<file path="src/rtl/rsqrt_pkg.sv">
// Shared definitions for the iterative Newton-Raphson rsqrt/sqrt unit.
// Holds the controller state encoding, the default internal fixed-point format
// and small elaboration-time helpers.
package rsqrt_pkg;

  localparam int unsigned DEF_WL    = 24;
  localparam int unsigned DEF_GUARD = 4;

  // Internal datapath is unsigned Q2.FW at the default configuration.
  localparam int unsigned FW = DEF_WL - 1 + DEF_GUARD;
  localparam logic [FW+1:0] THREE = {2'b11, {FW{1'b0}}};

  typedef enum logic [2:0] {
    StIdle,
    StSeed,
    StSq,
    StMx,
    StMy,
    StFin,
    StRnd,
    StDone
  } state_e;

  // 3.0 in Q2.fw for non-default formats.
  function automatic logic [63:0] three_q(input int unsigned fw);
    return 64'd3 << fw;
  endfunction

  function automatic int unsigned clamp_iter(input int unsigned req, input int unsigned max_iter);
    return (req > max_iter) ? max_iter : req;
  endfunction

endpackage

</file>
<file path="src/rtl/rsqrt_seed_lut.sv">
// Registered seed ROM for the reciprocal square root.
// Entry a holds 1/sqrt(x) at the midpoint of the a-th slice of [1.0, 2.0),
// unsigned Q1.(DataW-1). The table is computed at elaboration.
//   clk_i   clock
//   rst_ni  asynchronous active-low reset, clears the read register
//   en_i    read enable; data_o updates only when set
//   addr_i  slice index (top fraction bits of the operand)
//   data_o  registered seed
module rsqrt_seed_lut #(
  parameter int unsigned AddrW   = 6,
  parameter int unsigned DataW   = 13,
  parameter string       LutFile = ""
) (
  input  logic             clk_i,
  input  logic             rst_ni,
  input  logic             en_i,
  input  logic [AddrW-1:0] addr_i,
  output logic [DataW-1:0] data_o
);

  localparam int unsigned Depth = 2 ** AddrW;

  function automatic longint unsigned isqrt(input longint unsigned v);
    longint unsigned rem = v;
    longint unsigned res = 0;
    longint unsigned b   = 64'd1 << 62;
    while (b > rem) b = b >> 2;
    while (b != 0) begin
      if (rem >= res + b) begin
        rem = rem - (res + b);
        res = (res >> 1) + b;
      end else begin
        res = res >> 1;
      end
      b = b >> 2;
    end
    return res;
  endfunction

  // y * 2^(DataW-1) = sqrt(2^(AddrW+1+2(DataW-1)) / (2^(AddrW+1) + 2a + 1)); the
  // extra factor of 4 under the root gives one bit for round-to-nearest.
  function automatic logic [DataW-1:0] seed_val(input int unsigned a);
    longint unsigned num = 64'd1 << (AddrW + 1 + 2 * (DataW - 1) + 2);
    longint unsigned den = (64'd1 << (AddrW + 1)) + 64'(2 * a + 1);
    longint unsigned y   = (isqrt(num / den) + 64'd1) >> 1;
    longint unsigned top = (64'd1 << DataW) - 64'd1;
    if (y > top) y = top;
    return DataW'(y);
  endfunction

  logic [DataW-1:0] rom [Depth];
  logic [DataW-1:0] data_q;

  for (genvar i = 0; i < Depth; i++) begin : g_entry
    localparam logic [DataW-1:0] Val = seed_val(i);
    assign rom[i] = Val;
  end

  always_ff @(posedge clk_i or negedge rst_ni) begin
    if (!rst_ni) begin
      data_q <= '0;
    end else if (en_i) begin
      data_q <= rom[addr_i];
    end
  end

  assign data_o = data_q;

endmodule

</file>
<file path="src/rtl/rsqrt_nr_iterative.sv">
// Iterative Newton-Raphson 1/sqrt(x) and sqrt(x) for x in [1.0, 2.0), Q1.(WL-1).
// One shared multiplier is sequenced through SQ/MX/MY per iteration, plus FIN
// (x*y) in sqrt mode, then rounding.
//   CLK, nRST        clock, asynchronous active-low reset
//   CE               clock enable; all state holds when low
//   in_valid/ready   operand handshake (ready only when idle)
//   din, mode, iter  operand, 0=rsqrt 1=sqrt, iteration request (clamped)
//   out_valid/ready  result handshake; result held until taken
//   dout, err        result Q1.(WL-1), out-of-range flag
module rsqrt_nr_iterative
  import rsqrt_pkg::*;
#(
  parameter int unsigned WL           = DEF_WL,
  parameter int unsigned LUT_bits     = 13,
  parameter int unsigned LUT_addWidth = 6,
  parameter int unsigned MAX_ITER     = 3,
  parameter int unsigned GUARD        = DEF_GUARD,
  parameter string       LUT_FILE     = "LUT_isqt_NR.txt",
  localparam int unsigned IterW       = $clog2(MAX_ITER + 1)
) (
  input  logic             CLK,
  input  logic             nRST,
  input  logic             CE,
  input  logic             in_valid,
  output logic             in_ready,
  input  logic [WL-1:0]    din,
  input  logic             mode,
  input  logic [IterW-1:0] iter,
  output logic             out_valid,
  input  logic             out_ready,
  output logic [WL-1:0]    dout,
  output logic             err
);

  localparam int unsigned Fw = WL - 1 + GUARD;
  localparam int unsigned Iw = Fw + 2;          // Q2.Fw
  localparam int unsigned Mw = WL + GUARD + 2;  // multiplier operand width
  localparam logic [Iw-1:0] Three = (Fw == FW) ? Iw'(THREE) : Iw'(three_q(Fw));

  state_e           state_q, state_d;
  logic [WL-1:0]    x_q, x_d;
  logic             mode_q, mode_d;
  logic             bad_q, bad_d;
  logic [IterW-1:0] k_q, k_d;
  logic [Iw-1:0]    y_q, y_d;
  logic [Iw-1:0]    t_q, t_d;
  logic [WL-1:0]    dout_q, dout_d;
  logic             err_q, err_d;

  logic                accept;
  logic [LUT_bits-1:0] seed;
  logic [Iw-1:0]       seed_ext, x_ext, three_minus_t;
  logic [Mw-1:0]       op_a, op_b;
  logic [2*Mw-1:0]     prod;
  logic [Iw-1:0]       prod_t, prod_h;
  logic [Iw:0]         rnd_sum;
  logic [Iw-GUARD:0]   rnd_sh;
  state_e              after_iters;
  logic                unused_bits;

  assign in_ready  = (state_q == StIdle);
  assign out_valid = (state_q == StDone);
  assign dout      = dout_q;
  assign err       = err_q;
  assign accept    = CE & in_valid & in_ready;

  // Seed read is launched at accept so it is ready while in SEED.
  rsqrt_seed_lut #(
    .AddrW  (LUT_addWidth),
    .DataW  (LUT_bits),
    .LutFile(LUT_FILE)
  ) u_seed_lut (
    .clk_i (CLK),
    .rst_ni(nRST),
    .en_i  (accept),
    .addr_i(din[WL-2 -: LUT_addWidth]),
    .data_o(seed)
  );

  assign seed_ext      = Iw'(seed) << (Fw - (LUT_bits - 1));
  assign x_ext         = {1'b0, x_q, {GUARD{1'b0}}};
  assign three_minus_t = Three - t_q;

  always_comb begin
    op_a = '0;
    op_b = '0;
    unique case (state_q)
      StSq:  begin op_a = Mw'(y_q);   op_b = Mw'(y_q);           end
      StMx:  begin op_a = Mw'(x_ext); op_b = Mw'(t_q);           end
      StMy:  begin op_a = Mw'(y_q);   op_b = Mw'(three_minus_t); end
      StFin: begin op_a = Mw'(x_ext); op_b = Mw'(y_q);           end
      default: ;
    endcase
  end

  assign prod   = {{Mw{1'b0}}, op_a} * {{Mw{1'b0}}, op_b};
  assign prod_t = prod[Fw +: Iw];
  assign prod_h = prod[Fw+1 +: Iw];  // product then /2 for the MY step

  // Half-up rounding from Fw to WL-1 fraction bits.
  assign rnd_sum = {1'b0, y_q} + ((Iw + 1)'(1) << (GUARD - 1));
  assign rnd_sh  = rnd_sum[Iw:GUARD];

  assign unused_bits = ^{prod[Fw-1:0], prod[2*Mw-1:Fw+Iw+1], rnd_sum[GUARD-1:0]};

  assign after_iters = mode_q ? StFin : StRnd;

  always_comb begin
    state_d = state_q;
    x_d     = x_q;
    mode_d  = mode_q;
    bad_d   = bad_q;
    k_d     = k_q;
    y_d     = y_q;
    t_d     = t_q;
    dout_d  = dout_q;
    err_d   = err_q;
    if (CE) begin
      unique case (state_q)
        StIdle: begin
          if (in_valid) begin
            x_d     = din;
            mode_d  = mode;
            bad_d   = ~din[WL-1];
            k_d     = IterW'(clamp_iter(32'(iter), MAX_ITER));
            state_d = StSeed;
          end
        end
        StSeed: begin
          if (bad_q) begin
            err_d   = 1'b1;
            dout_d  = mode_q ? '0 : '1;
            state_d = StDone;
          end else begin
            y_d     = seed_ext;
            state_d = (k_q == '0) ? after_iters : StSq;
          end
        end
        StSq: begin
          t_d     = prod_t;
          state_d = StMx;
        end
        StMx: begin
          t_d     = prod_t;
          state_d = StMy;
        end
        StMy: begin
          y_d     = prod_h;
          k_d     = k_q - IterW'(1);
          state_d = (k_q == IterW'(1)) ? after_iters : StSq;
        end
        StFin: begin
          y_d     = prod_t;
          state_d = StRnd;
        end
        StRnd: begin
          dout_d  = (|rnd_sh[Iw-GUARD:WL]) ? '1 : rnd_sh[WL-1:0];
          err_d   = 1'b0;
          state_d = StDone;
        end
        StDone: begin
          if (out_ready) state_d = StIdle;
        end
        default: state_d = StIdle;
      endcase
    end
  end

  always_ff @(posedge CLK or negedge nRST) begin
    if (!nRST) begin
      state_q <= StIdle;
      x_q     <= '0;
      mode_q  <= 1'b0;
      bad_q   <= 1'b0;
      k_q     <= '0;
      y_q     <= '0;
      t_q     <= '0;
      dout_q  <= '0;
      err_q   <= 1'b0;
    end else begin
      state_q <= state_d;
      x_q     <= x_d;
      mode_q  <= mode_d;
      bad_q   <= bad_d;
      k_q     <= k_d;
      y_q     <= y_d;
      t_q     <= t_d;
      dout_q  <= dout_d;
      err_q   <= err_d;
    end
  end

endmodule
</file>
<file path="config.mk">
export PLATFORM = sky130hd
export DESIGN_NAME = rsqrt_nr_iterative
export DESIGN_NICKNAME = d
export VERILOG_FILES = /design/src/rtl/rsqrt_pkg.sv /design/src/rtl/rsqrt_seed_lut.sv /design/src/rtl/rsqrt_nr_iterative.sv
export SDC_FILE = /design/constraint.sdc
export NUM_CORES = 2
export LEC_CHECK = 0
export BUFFER_PORTS_ARGS = -buffer_cell sky130_fd_sc_hd__buf_4
export CAP_MARGIN = 20
export CORE_MARGIN = 3
export CORE_UTILIZATION = 40
export CTS_BUF_LIST = sky130_fd_sc_hd__clkbuf_8
export DETAILED_ROUTE_END_ITERATION = 8
export HOLD_SLACK_MARGIN = 0.06
export SYNTH_ARGS = -nofsm -noshare
export SYNTH_HDL_FRONTEND = slang
export SYNTH_SLANG_ARGS = --single-unit
</file>
<file path="constraint.sdc">
create_clock -name CLK -period 13 [get_ports CLK]
set_input_delay 1.95 -clock CLK [delete_from_list [all_inputs] [get_ports CLK]]
set_output_delay 1.95 -clock CLK [all_outputs]
set_load 0.02 [all_outputs]
</file>
==> summary.md <==
| Metric | Value |
|---|---|
| Finish-stage setup viols | 0 |
| Area Overhead vs Synth | 6.374% |
| Leak | 18.56 nW |
| Setup slack, reg-to-reg | 1440 ps |
| H-tree depth | 4 |
| Tot Pwr | 0.006925 W |
| Die height | 300.3 µm |
| Clock Tree Buf Depth | 2 |
| Vias in the first global route | 29,760 |
| Resized Gates After CTS | 0 |
| Final Cycle Share | 88.89% |
| Setup crit start kind | register |
| Synth warnings | 0 |
| Status | completed |
| Grt total ovfl | 0 |
| Worst Skew | 20.40 ps |
| Avg Vias per Cell | 5.504 |
| Final hold vios | 0 |
| Post-synth EDFFs | 0 |
| Average routed wire per standard cell | 22.34 µm |
| Worst Setup End Kind | register |
| Post-synth net total | 5,137 |
| DRT Wirelength | 116,400 µm |
| Seq/Total Area, Yosys | 9.100% |
| DRC | 0 |
| Max rail drop VDD | 0.1477 mV |
| Measured slew at the worst slew-check pin | 1216 ps |
| DP HPWL | 93,240 µm |
| DR iter-0 viols | 2,603 |
| Ports | 59 |
| Clk root buf | clkbuf_8 |
| Mapped Cells | 4,133 |
| Num CTS Buffers | 17 |
| Synth Area per Inst | 8.383 µm² |
| Synth cell count leaders | inv_1 (860), nand2_1 (768), fa_1 (722) |
| Post-CTS Hold Fix Bufs | 0 |
| Slowest CP cell | a22o_1 |
| Unrepaired setup endpoints after global routing | no |
| Vias after detailed routing | 28,690 |
| Max Freq | 0.08654 GHz |
| Most common cell in the netlist | inv_1 |
| Reg clk slew, reported paths | 80 ps |
| Ys flop type | dfrtp_1 |
| Arrival time at the worst endpoint | 11,900 ps |
| Synth unique cells | 81 |
| Routability Congestion | 0.9605 |
| Num rows | 107 |
| Initial core utilization | 40.50% |
| Pin count of the biggest net entering global routing | 79 |
| Reg-to-Reg End | y_q[18]$_DFFE_PN0P_ |
| Synth Register Bits | 126 |
| Final Max Tran Viols | 0 |
| Port bufs | 58 |
| Die area | 90,190 µm² |
| First-pass iteration count of the detailed router | 7 |
| CP Class | register to register |
| Final nets | 5,058 |
| PD cells | 187.9 nW/µm² |
| Die width | 300.3 µm |
| Later-pin clock latency in the skew report | 460 ps |
| Yosys top cell by area | fa_1 |
| Total global-route track usage | 26.41% |
| Share of synthesized registers carrying an async set or reset | 100.0% |
| Mapped Area | 34,650 µm² |
| Share of cells above drive strength 1 | 5.877% |
| Clk sink count | 126 |
| Initial antenna violation count | 4 |
| Hold_sp | u_seed_lut.data_o[11]$_DFFE_PN0P_ |
| Core area | 85,550 µm² |
| Tightest Hold Check Type | register to register |
| Reg-to-reg startpoint | state_q[2]$_DFFE_PN0P_ |
| CP required | 13,350 ps |
| First-pass GRT wire length | 179,800 µm |
| Min cycle time layout | 11,560 ps |
| CTS tree | done |
| Area share of the largest cell type after synthesis | 41.72% |
| Max incr delay on CP | 940 ps |
| Synth top area cells | fa_1 (42%), inv_1 (9.3%), dfrtp_1 (9.1%) |
| Setup Fix Bufs, Post-CTS | 0 |
| FF-to-FF path depth | 30 |
| Number of max-cap violations | 0 |
| Crit-path most repeated cell | fa_1 |
| Rel. slew slack | 18.76% |
| Post-route setup TNS | 0 ps |
| CP max FO | 48 |
| Sink of the worst hold path | u_seed_lut.data_o[11]$_DFFE_PN0P_ |
| Post-detailed-route count of antenna-violating nets | 0 |
| Hold path cells | 1 |
==> per-stage QoR <==
stage	util, %	setup WS [ps]	cell area [µm²]	hold WS [ps]	std cells
4_1_cts	43.01	1583	36790	471.3	5208
6_report	43.08	1444	36860	468.7	5212
3_5_place_dp	42.54	1620	36390	456.3	5176
5_1_grt	43.08	824.2	36850	481.3	5211
2_1_floorplan	-	3113	34650	435.0	4133
3_3_place_gp	42.52	1882	36370	451.1	5175
==> sequential cells by signal (all words and copies together), names as in the netlist <==
register and cells:
t_q 29, mode_q 1, state_q 3, x_q 24, bad_q 1, err 1, u_seed_lut.data_o 12, k_q 2
dout 24, y_q 29
==> report_power, final <==
part | internal, W | switching (W) | total [W]
clock network | 0.000181 | 0.000174 | 0.000355
registers | 0.000551 | 0.000299 | 0.000850
logic | 0.00182 | 0.00390 | 0.00572
==> worst max-delay path: cells and delay by family, from the launching register on <==
family / cells / cell delay, ps
adders and majority gates: 9 / 4530
and+or+nand+nor: 7 / 2910
AOI/OAI and AO/OA: 7 / 2280
DFF: 1 / 690
buffers and inverters: 6 / 660
xor gates and xnor gates: 1 / 330
==> cell families after synthesis <==
group / count (synthesis) / share of synthesized area [%]
flip-flops: 126 / 9.100
adder cells (fa/ha/maj): 972 / 50.74
multiplexers: 16 / 0.5308
XOR/XNOR: 71 / 1.795
buffers and inverters: 1110 / 12.12
AO/OA/AOI/OAI: 526 / 10.10
AND/OR/NAND/NOR: 1312 / 15.61
==> layout by cell type (no fill, tap or decap), types with 6 or more instances in the layout <==
master	synthesis	layout
inv_1	860	861
nand2_1	768	768
fa_1	722	722
nor2_1	341	336
ha_1	250	250
buf_4	1	145
a21oi_1	142	136
dfrtp_1	126	125
o21ai_0	109	107
xnor2_1	48	48
nor3_1	44	44
a22oi_1	38	35
nand3_1	34	33
a21o_1	31	31
and2_1	30	30
a22o_1	28	28
o22a_1	24	24
xor2_1	23	23
nand4_1	21	21
clkbuf_8	1	19
a211oi_1	18	17
and3_1	17	17
o211ai_1	15	15
a221oi_1	17	13
o31ai_1	11	11
a31oi_1	11	11
o221ai_1	11	10
nor4_1	9	9
a221o_1	9	9
mux2_2	9	9
nand2b_1	7	7
nor3b_1	7	6
nor2b_1	9	6
a211o_1	6	6
o22ai_1	6	6
a41oi_1	6	6
o311ai_0	7	6
mux2i_1	6	6
==> cell type report <==
type / count / area (µm²)
multi-input cells: 2897 / 27450
flip-flops and latches: 126 / 3154
inverters: 862 / 3236
well taps: 1144 / 1431
diodes: 1 / 2.502
repair buffers: 150 / 1180
clock buffers: 19 / 261.5
clock inverters: 13 / 138.9
fillers: 8661 / 48690
==> worst max path at each step <==
| stage | startpoint | to | slack, ps | cells after the start |
|---|---|---|---|---|
| 3_3_place_gp | state_q[2]$_DFFE_PN0P_ | y_q[18]$_DFFE_PN0P_ | 1880 | 30 |
| 2_1_floorplan | t_q[7]$_DFFE_PN0P_ | y_q[24]$_DFFE_PN0P_ | 3110 | 36 |
| 4_1_cts | state_q[2]$_DFFE_PN0P_ | y_q[18]$_DFFE_PN0P_ | 1580 | 30 |
| 5_1_grt | state_q[2]$_DFFE_PN0P_ | y_q[18]$_DFFE_PN0P_ | 820 | 30 |
| 3_5_place_dp | state_q[2]$_DFFE_PN0P_ | y_q[18]$_DFFE_PN0P_ | 1620 | 30 |
| 6_report | state_q[2]$_DFFE_PN0P_ | y_q[18]$_DFFE_PN0P_ | 1440 | 30 |
==> metal layers <==
metal  global-route usage, %  vias to the layer above  routed length (µm)
met1                   35.32                    14650               47060
met4                   11.38                        0                6152
met3                   4.679                      275               10370
met2                   42.24                     1273               52850
met5                       0                        -                   0
li1                        -                    12490                   -
Note: power is estimated with default switching activity, not from simulation.
